<file path="config.mk">
export PLATFORM = sky130hd
export DESIGN_NAME = timer_event_queue_flat
export DESIGN_NICKNAME = d
export VERILOG_FILES = /design/src/rtl/timer_event_queue_if.sv /design/src/rtl/timer_event_queue.sv /design/src/flat_wrapper.sv
export SDC_FILE = /design/constraint.sdc
export NUM_CORES = 1
export LEC_CHECK = 0
export ABC_AREA = 1
export CORE_ASPECT_RATIO = 1.75
export CORE_MARGIN = 2
export CORE_UTILIZATION = 62
export CTS_BUF_LIST = sky130_fd_sc_hd__clkbuf_2 sky130_fd_sc_hd__clkbuf_4 sky130_fd_sc_hd__clkbuf_8
export CTS_CLUSTER_SIZE = 10
export DETAILED_ROUTE_END_ITERATION = 16
export PLACE_DENSITY = 0.85
export SYNTH_ARGS = -nofsm -noshare
export SYNTH_HDL_FRONTEND = slang
export SYNTH_SLANG_ARGS = --single-unit
</file>
<file path="constraint.sdc">
create_clock -name CLK -period 9 [get_ports CLK]
set_input_delay 1.35 -clock CLK [delete_from_list [all_inputs] [get_ports CLK]]
set_output_delay 1.35 -clock CLK [all_outputs]
set_load 0.01 [all_outputs]
</file>
<file path="src/rtl/timer_event_queue_if.sv">
// Bus bundle for timer_event_queue: timer event input, config write port,
// pop strobe and the FIFO/status outputs.
interface timer_event_queue_if #(
    parameter int CW = 4
);
    logic        INTR;
    logic [31:0] TCNTR;
    logic        ACT;
    logic [7:0]  BE;
    logic [63:0] DI;
    logic        RD;
    logic [31:0] DO;
    logic        EMPTY;
    logic        FULL;
    logic [CW-1:0] CNT;
    logic        OVF;
    logic [7:0]  DROPS;
    logic        IRQ;

    modport master (
        output INTR, TCNTR, ACT, BE, DI, RD,
        input  DO, EMPTY, FULL, CNT, OVF, DROPS, IRQ
    );

    modport slave (
        input  INTR, TCNTR, ACT, BE, DI, RD,
        output DO, EMPTY, FULL, CNT, OVF, DROPS, IRQ
    );
endinterface

</file>
<file path="src/rtl/timer_event_queue.sv">
// Timestamps rising edges of the timer interrupt into a show-ahead FIFO and
// raises a level IRQ once a programmable number of events is pending.
module timer_event_queue #(
    parameter int DEPTH = 8,
    parameter int CW    = $clog2(DEPTH) + 1
) (
    input  logic                  CLK,
    input  logic                  RESET,
    timer_event_queue_if.slave    bus
);
    localparam int PW = CW - 1;

    logic [31:0]   mem_r [DEPTH];
    logic [PW-1:0] wr_ptr_r, rd_ptr_r, wr_ptr_nxt_s, rd_ptr_nxt_s;
    logic [CW-1:0] cnt_r, cnt_nxt_s, lvl_r, lvl_nxt_s, lvl_in_s;
    logic [31:0]   do_r, do_nxt_s;
    logic [7:0]    drops_r, drops_nxt_s;
    logic          intr_d_r, ena_r, ena_nxt_s, ovf_r, ovf_nxt_s;
    logic          empty_r, full_r, irq_r;
    logic          event_s, cfg0_s, cfg1_s, clr_s, flush_s;
    logic          is_full_s, is_empty_s, push_s, pop_s, drop_s;
    logic          unused_s;

    // Next-state computation for pointers, count, head, status and config
    always_comb begin
        event_s    = bus.INTR & ~intr_d_r;
        cfg0_s     = bus.ACT & ~bus.BE[0];
        cfg1_s     = bus.ACT & ~bus.BE[1];
        clr_s      = cfg1_s & bus.DI[8];
        flush_s    = cfg1_s & bus.DI[9];
        is_full_s  = (cnt_r == CW'(DEPTH));
        is_empty_s = (cnt_r == {CW{1'b0}});
        // A pop frees the slot a same-cycle push needs, so a full FIFO still accepts it
        push_s     = event_s & (~is_full_s | bus.RD) & ~flush_s;
        pop_s      = bus.RD & ~is_empty_s & ~flush_s;
        drop_s     = event_s & is_full_s & ~bus.RD & ~flush_s;

        wr_ptr_nxt_s = wr_ptr_r;
        rd_ptr_nxt_s = rd_ptr_r;
        cnt_nxt_s    = cnt_r;
        if (flush_s) begin
            wr_ptr_nxt_s = {PW{1'b0}};
            rd_ptr_nxt_s = {PW{1'b0}};
            cnt_nxt_s    = {CW{1'b0}};
        end else begin
            if (push_s) wr_ptr_nxt_s = wr_ptr_r + PW'(1);
            else        wr_ptr_nxt_s = wr_ptr_r;
            if (pop_s)  rd_ptr_nxt_s = rd_ptr_r + PW'(1);
            else        rd_ptr_nxt_s = rd_ptr_r;
            case ({push_s, pop_s})
                2'b10:   cnt_nxt_s = cnt_r + CW'(1);
                2'b01:   cnt_nxt_s = cnt_r - CW'(1);
                default: cnt_nxt_s = cnt_r;
            endcase
        end

        // The head may be the entry being written this very cycle
        if (cnt_nxt_s == {CW{1'b0}})                     do_nxt_s = 32'h0000_0000;
        else if (push_s && (wr_ptr_r == rd_ptr_nxt_s))   do_nxt_s = bus.TCNTR;
        else                                             do_nxt_s = mem_r[rd_ptr_nxt_s];

        if (clr_s)       ovf_nxt_s = 1'b0;
        else if (drop_s) ovf_nxt_s = 1'b1;
        else             ovf_nxt_s = ovf_r;

        if (clr_s)                           drops_nxt_s = 8'd0;
        else if (drop_s && drops_r != 8'hFF) drops_nxt_s = drops_r + 8'd1;
        else                                 drops_nxt_s = drops_r;

        lvl_in_s = bus.DI[CW-1:0];
        if (!cfg0_s)                           lvl_nxt_s = lvl_r;
        else if (lvl_in_s == {CW{1'b0}})       lvl_nxt_s = CW'(1);
        else if (lvl_in_s > CW'(DEPTH))        lvl_nxt_s = CW'(DEPTH);
        else                                   lvl_nxt_s = lvl_in_s;

        if (cfg0_s) ena_nxt_s = bus.DI[7];
        else        ena_nxt_s = ena_r;
    end

    // State and registered outputs with synchronous active-low reset
    always_ff @(posedge CLK) begin
        if (!RESET) begin
            wr_ptr_r <= {PW{1'b0}};
            rd_ptr_r <= {PW{1'b0}};
            cnt_r    <= {CW{1'b0}};
            do_r     <= 32'h0000_0000;
            empty_r  <= 1'b1;
            full_r   <= 1'b0;
            ovf_r    <= 1'b0;
            drops_r  <= 8'd0;
            irq_r    <= 1'b0;
            ena_r    <= 1'b0;
            lvl_r    <= CW'(1);
            intr_d_r <= 1'b0;
        end else begin
            wr_ptr_r <= wr_ptr_nxt_s;
            rd_ptr_r <= rd_ptr_nxt_s;
            cnt_r    <= cnt_nxt_s;
            do_r     <= do_nxt_s;
            empty_r  <= (cnt_nxt_s == {CW{1'b0}});
            full_r   <= (cnt_nxt_s == CW'(DEPTH));
            ovf_r    <= ovf_nxt_s;
            drops_r  <= drops_nxt_s;
            irq_r    <= ena_r & (cnt_r >= lvl_r);
            ena_r    <= ena_nxt_s;
            lvl_r    <= lvl_nxt_s;
            intr_d_r <= bus.INTR;
        end
    end

    // Timestamp storage; stale contents are harmless because pointers and DO reset
    always_ff @(posedge CLK) begin
        if (RESET && push_s) begin
            mem_r[wr_ptr_r] <= bus.TCNTR;
        end
    end

    assign bus.DO    = do_r;
    assign bus.EMPTY = empty_r;
    assign bus.FULL  = full_r;
    assign bus.CNT   = cnt_r;
    assign bus.OVF   = ovf_r;
    assign bus.DROPS = drops_r;
    assign bus.IRQ   = irq_r;

    assign unused_s = ^{bus.DI[63:10], bus.DI[6:CW], bus.BE[7:2]};
endmodule
</file>
<file path="src/flat_wrapper.sv">
// flat-port wrapper written by rule: the top's interface ports become plain ports
module timer_event_queue_flat 
#(
    parameter int DEPTH = 8,
    parameter int CW    = $clog2(DEPTH) + 1
)
  (CLK, RESET, bus_INTR, bus_TCNTR, bus_ACT, bus_BE, bus_DI, bus_RD, bus_DO, bus_EMPTY, bus_FULL, bus_CNT, bus_OVF, bus_DROPS, bus_IRQ);
  timer_event_queue_if #(.CW(CW)) bus_i ();
  input  logic CLK;
  input  logic RESET;
  input wire logic [$bits(bus_i.INTR)-1:0] bus_INTR;
  input wire logic [$bits(bus_i.TCNTR)-1:0] bus_TCNTR;
  input wire logic [$bits(bus_i.ACT)-1:0] bus_ACT;
  input wire logic [$bits(bus_i.BE)-1:0] bus_BE;
  input wire logic [$bits(bus_i.DI)-1:0] bus_DI;
  input wire logic [$bits(bus_i.RD)-1:0] bus_RD;
  output wire logic [$bits(bus_i.DO)-1:0] bus_DO;
  output wire logic [$bits(bus_i.EMPTY)-1:0] bus_EMPTY;
  output wire logic [$bits(bus_i.FULL)-1:0] bus_FULL;
  output wire logic [$bits(bus_i.CNT)-1:0] bus_CNT;
  output wire logic [$bits(bus_i.OVF)-1:0] bus_OVF;
  output wire logic [$bits(bus_i.DROPS)-1:0] bus_DROPS;
  output wire logic [$bits(bus_i.IRQ)-1:0] bus_IRQ;
  assign bus_i.INTR = bus_INTR;
  assign bus_i.TCNTR = bus_TCNTR;
  assign bus_i.ACT = bus_ACT;
  assign bus_i.BE = bus_BE;
  assign bus_i.DI = bus_DI;
  assign bus_i.RD = bus_RD;
  assign bus_DO = bus_i.DO;
  assign bus_EMPTY = bus_i.EMPTY;
  assign bus_FULL = bus_i.FULL;
  assign bus_CNT = bus_i.CNT;
  assign bus_OVF = bus_i.OVF;
  assign bus_DROPS = bus_i.DROPS;
  assign bus_IRQ = bus_i.IRQ;
  timer_event_queue #(.DEPTH(DEPTH), .CW(CW)) u_core (.CLK(CLK), .RESET(RESET), .bus(bus_i));
endmodule
</file>
==> flow_metrics.env, run 1 <==
export IMPL_crit_path_end_kind="flop"
export IMPL_slew_headroom=0.235
export IMPL_tns_ns=0
export IMPL_vias=9558
export IMPL_die_x_um=114
export IMPL_syn_to_final_growth_pct=14.7
export IMPL_critPathMaxFanout=69
export IMPL_wl_met3_um=2320
export IMPL_die_h_um=197
export IMPL_dr_pass1_iters=5
export IMPL_synth_async_sr_flop_share=0
export IMPL_antenna_found_initial=0
export IMPL_clock_sinks=316
export IMPL_synth_cell_types=37
export IMPL_path_cells="clkdlybuf4s50_1, inv_1, nand3_2, inv_1, a21oi_4, buf_4, nand2_4, nand2_2, nand3_4, nor2_8, nand2_4, inv_2, nor2_1, nor2_1"
export IMPL_synth_seq_cells=316
export IMPL_yosysSeqAreaShare=0.671
export IMPL_core_area_um2=20900
export IMPL_drive_gt1_frac=0.0860
export IMPL_gp_congestion=0.764
export IMPL_final_hold_viol_count=0
export IMPL_maxCapViolCount=0
export IMPL_first_global_vias=9621
export IMPL_crit_type="in2reg"
export IMPL_fmax_mhz=203
export IMPL_hold_path_class="reg2reg"
export IMPL_period_share=0.548
export IMPL_syn_avg_cell_area_um2=10.9
export IMPL_cts_root_buf="clkbuf_8"
export IMPL_path_clk_slew_ns=0.06
export IMPL_worst_pin_slew_ns=1.14
export IMPL_wl_per_cell_um=19.0
export IMPL_synth_area_leaders="edfxtp_1, nand3_1, dfxtp_1"
export IMPL_grt_overflow=0
export IMPL_start_kind="primary input"
export IMPL_critPathMaxStageDelay_ns=0.61
export IMPL_start_util=0.632
export IMPL_cts_hold_buf=0
export IMPL_drt_vias_per_instance=6.06
export IMPL_final_cell_mix="nand3_1, nand2_1, edfxtp_1"
export IMPL_dieArea_um2=22600
export IMPL_setup_viol=0
export IMPL_cts_tree="yes"
export IMPL_yosysWarnings=0
export IMPL_final_core_util=0.726
export IMPL_grtUsageTotal=0.269
export IMPL_top_layer_used="met4"
export IMPL_pin_count=157
export IMPL_period_needed_ns=4.93
export IMPL_num_antenna_cells=0
export IMPL_worstPathArrival_ns=5.39
export IMPL_h_tree_depth=2
export IMPL_synthCells=1215
export IMPL_slew_viol_final=0
export IMPL_crit_slowest_cell="buf_4"
export IMPL_drc=0
export IMPL_totalWireLength_um=30000
export IMPL_grt_max_degree=86
export IMPL_synth_largest_area_cell="edfxtp_1"
export IMPL_dp_hpwl_um=15600
export IMPL_cts_max_path_buffers=3
export IMPL_leakagePower_nw=5.74
export IMPL_drt_iter0_markers=1203
export IMPL_required_ns=9.46
export IMPL_final_common_cell="nand3_1"
export IMPL_ir_drop_mv=0.289
export IMPL_io_buffers=93
export IMPL_num_rows=70
export IMPL_cts_made_buffers=43
export IMPL_wl_met1_um=10800
export IMPL_synth_edf_count=256
export IMPL_syn_nets=1334
export IMPL_rsz0062_at_grt="false"
export IMPL_powerDensity_nw_per_um2=312
export IMPL_antenna_left=0
export IMPL_worst_clock_skew_ns=0.0170
export IMPL_ys_flop_type="edfxtp_1"
export IMPL_routed_wl_met2_um=15700
export IMPL_grt_pass1_wl_um=47500
export IMPL_total_power_mw=4.74
export IMPL_insertion_delay_ns=0.54
export IMPL_nNetsFinal=1411
export IMPL_ctsResizeCount=0
export IMPL_yosys_area_top_type_share=0.581
export IMPL_outcome="finished, final reports clean"
export IMPL_cts_setup_buffers=0
export IMPL_syn_area_um2=13200
final timing paths:
| kind | startpoint | endpoint | slack [ns] | depth (start not counted) |
|---|---|---|---|---|
| setup reg to reg | u_core.bus.CNT[1] | u_core.bus.DO[13] | 4.96 | 13 |
| setup / recovery | bus_BE[1] | u_core.bus.DO[13] | 4.07 | 14 |
| hold / removal | u_core.lvl_r[1] | u_core.lvl_r[1] | 0.46 | 2 |
| hold reg to reg | u_core.lvl_r[1] | u_core.lvl_r[1] | 0.46 | 2 |
through the flow:
| stage | instances | cell area [µm²] | hold slack, ns | setup WS (ns) |
|---|---|---|---|---|
| after global placement | 1499 | 14200 | 0.453 | 3.59 |
| after floorplan | 1215 | 13200 | 0.445 | 5.06 |
| after CTS | 1577 | 15200 | 0.467 | 4.12 |
| after global routing | 1577 | 15200 | 0.503 | 3.89 |
| after detailed placement | 1499 | 14200 | 0.458 | 3.55 |
| final | 1577 | 15200 | 0.463 | 4.07 |
registers in the layout, indices dropped and copies added, names as in the netlist:
signal	flops
u_core.bus.EMPTY	1
u_core.rd_ptr_r	3
u_core.bus.CNT	4
u_core.intr_d_r	1
u_core.bus.DO	32
u_core.bus.IRQ	1
u_core.bus.DROPS	8
u_core.bus.FULL	1
u_core.wr_ptr_r	3
u_core.mem_r	256
u_core.lvl_r	4
u_core.bus.OVF	1
u_core.ena_r	1
critical path: cells and delay by family:
kind	cells	cell delay (ns)
and+or+nand+nor	8	2.20
AOI/OAI and AO/OA	1	0.12
buffers and inverters	5	1.63
routing by layer:
metal | up-vias | GRT usage
li1 | 4391 | -
met1 | 4544 | 0.318
met2 | 504 | 0.454
met3 | 119 | 0.0519
met4 | 0 | 0.159
met5 | - | 0
synth_stat cells, types with 3 or more instances:
library cell	number
buf_2	55
edfxtp_1	256
inv_1	34
nor3_1	5
a21oi_1	33
nand2_2	3
nor2_1	120
o21ai_0	7
nand3_1	287
clkbuf_1	3
dfxtp_1	60
ha_1	10
nand2_1	256
nand3b_1	33
inv_2	4
buf_6	4
nand3_2	4
nand4_1	3
xor2_1	5
buf_4	11
cell type report:
cell class / count / area (µm²)
fillers: 1324 / 5740
clock inverters: 13 / 139
repair buffers: 107 / 1040
well taps: 252 / 315
multi-input cells: 785 / 3860
clock buffers: 65 / 807
flip-flops and latches: 316 / 8890
inverters: 39 / 146
where the power goes:
group | internal, mW | switching [mW]
clock | 0.660 | 0.514
combinational | 0.600 | 1.27
sequential | 1.66 | 0.0339
kinds of logic after synthesis:
logic type	count (synthesis)	share of synthesized area
multiplexers	1	0.000756
buffers and inverters	114	0.0429
flip-flops	316	0.671
adder cells (fa/ha/maj)	10	0.00945
AO/OA/AOI/OAI	47	0.0198
AND/OR/NAND/NOR	720	0.250
XOR/XNOR	7	0.00605
Note: power is estimated with default switching activity, not from simulation.
==> inputs of run 2 (changes only) <==
Settings changed: CORE_UTILIZATION 62 to 52, PLACE_DENSITY 0.85 to 0.76.
Clock period 9 ns to 4.2 ns, I/O delays scaled along.
==> run 2 against run 1 <==
Clock power is 97% higher. Die area grew 19%. Count of clock-buffer cells in the layout grew 1. Global-route usage shrank 4.7 points. Setup slack worse by 3.0 ns. Critical path type unchanged. Worst hold slack got worse by 0.00078 ns. Core utilization shrank 11 points.
==> flow_metrics.env, run 2 (synthesized netlist as in run 1, its figures left out) <==
export IMPL_worst_clock_skew_ns=0.0204
export IMPL_final_common_cell="nand3_1"
export IMPL_worst_pin_slew_ns=0.952
export IMPL_h_tree_depth=2
export IMPL_slew_viol_final=0
export IMPL_cts_root_buf="clkbuf_8"
export IMPL_drc=0
export IMPL_hold_depth=2
export IMPL_leakagePower_nw=5.82
export IMPL_totalWireLength_um=30100
export IMPL_required_ns=4.66
export IMPL_setup_viol=0
export IMPL_syn_to_final_growth_pct=16.5
export IMPL_dp_hpwl_um=16600
export IMPL_clock_sinks=316
export IMPL_path_clk_slew_ns=0.06
export IMPL_crit_type="in2reg"
export IMPL_powerDensity_nw_per_um2=650
export IMPL_start_kind="primary input"
export IMPL_multi_input_area_um2=3860
export IMPL_outcome="finished, final reports clean"
export IMPL_drt_iter0_markers=942
export IMPL_maxCapViolCount=0
export IMPL_core_area_um2=25100
export IMPL_vias=9359
export IMPL_dieArea_um2=26800
export IMPL_dr_pass1_iters=5
export IMPL_final_hold_viol_count=0
export IMPL_layout_area_seq_um2=8890
export IMPL_period_share=0.742
export IMPL_die_h_um=215
export IMPL_stdcell_count=1657
export IMPL_drive_gt1_frac=0.0947
export IMPL_nFillCells=1938
export IMPL_crit_path_end_kind="flop"
export IMPL_grt_pass1_wl_um=47500
export IMPL_start_util=0.526
export IMPL_cts_hold_buf=0
export IMPL_cts_max_path_buffers=3
export IMPL_hold_path_class="reg2reg"
export IMPL_cts_tree="yes"
export IMPL_antenna_found_initial=1
export IMPL_critPathMaxFanout=33
export IMPL_wl_per_cell_um=18.2
export IMPL_total_power_mw=10.0
export IMPL_io_buffers=93
export IMPL_insertion_delay_ns=0.55
export IMPL_antenna_left=0
export IMPL_num_antenna_cells=0
export IMPL_slew_headroom=0.366
export IMPL_tns_ns=0
export IMPL_cts_made_buffers=44
export IMPL_final_core_util=0.613
export IMPL_worstPathArrival_ns=3.58
export IMPL_gp_congestion=0.797
export IMPL_final_cell_mix="nand3_1, nand2_1, edfxtp_1"
export IMPL_die_x_um=125
export IMPL_grt_max_degree=85
export IMPL_ff2ff_path_depth=18
export IMPL_ctsResizeCount=0
export IMPL_grtUsageTotal=0.223
export IMPL_period_needed_ns=3.12
export IMPL_cts_setup_buffers=0
export IMPL_ir_drop_mv=0.448
export IMPL_drt_vias_per_instance=5.65
export IMPL_largest_reg_flops=256
export IMPL_largest_register="u_core.mem_r"
export IMPL_fmax_mhz=321
export IMPL_placedCellCount=1577
export IMPL_grt_overflow=0
export IMPL_num_rows=77
export IMPL_first_global_vias=9216
export IMPL_rsz0062_at_grt="false"
export IMPL_pin_count=157
export IMPL_nNetsFinal=1426
==> run 2: changes by cell type in the layout (fill, tap and decap cells not counted) <==
cell        previous run  this run
buf_4                 14        18
bufinv_16              3         0
clkinv_1               6         9
buf_12                 0        10
clkbuf_4              14        16
clkinv_2               3         6
clkinvlp_4             2         0
clkbuf_8              51        50
==> run 2: area by class of cell <==
class / count / area share
clock buffer: 66 / 0.0524
clock inverter: 14 / 0.00389
inverter: 39 / 0.00949
multi-input combinational: 785 / 0.250
sequential: 316 / 0.576
tap: 316 / 0.0256
timing repair buffer: 121 / 0.0821
==> run 2: final timing paths <==
path	start	endpoint	slack, ns
max reg2reg	u_core.bus.CNT[1]	u_core.bus.DO[15]	1.37
max	bus_ACT	u_core.bus.DO[15]	1.08
min reg2reg	u_core.lvl_r[2]	u_core.lvl_r[2]	0.46
min	u_core.lvl_r[2]	u_core.lvl_r[2]	0.46
==> run 2: critical path, stage by stage <==
cell and delay (ns):
clkdlybuf4s50_1 0.52, nand3_2 0.30, nand3_2 0.30, ha_1 0.27
nand2_1 0.07, inv_1 0.07, nor2_1 0.05, ha_1 0.17
a21oi_1 0.15, a21oi_1 0.08, o21ai_0 0.08, o211ai_1 0.13
nand2_1 0.13, nand2_1 0.06, nand2_1 0.10, buf_12 0.23
nand2_1 0.08, nor2_1 0.15
==> run 2: metal layers <==
layer | vias up | wire length [µm] | GRT usage
li1 | 4428 | - | -
met1 | 4452 | 11000 | 0.260
met2 | 402 | 15900 | 0.400
met3 | 75 | 2190 | 0.0383
met4 | 2 | 1020 | 0.0985
met5 | - | 13 | 0
==> run 2: power by group <==
group	switching [mW]	internal, mW
Sequential	0.0788	3.55
Combinational	2.70	1.37
Clock	1.08	1.23
Total	3.87	6.16
==> run 2: stage by stage <==
step	setup slack (ns)	hold slack, ns	cell area [µm²]
2_1_floorplan	0.982	0.445	13200
4_1_cts	1.11	0.465	15400
5_1_grt	0.794	0.477	15400
3_3_place_gp	0.565	0.452	14600
3_5_place_dp	0.556	0.455	14600
6_report	1.08	0.463	15400
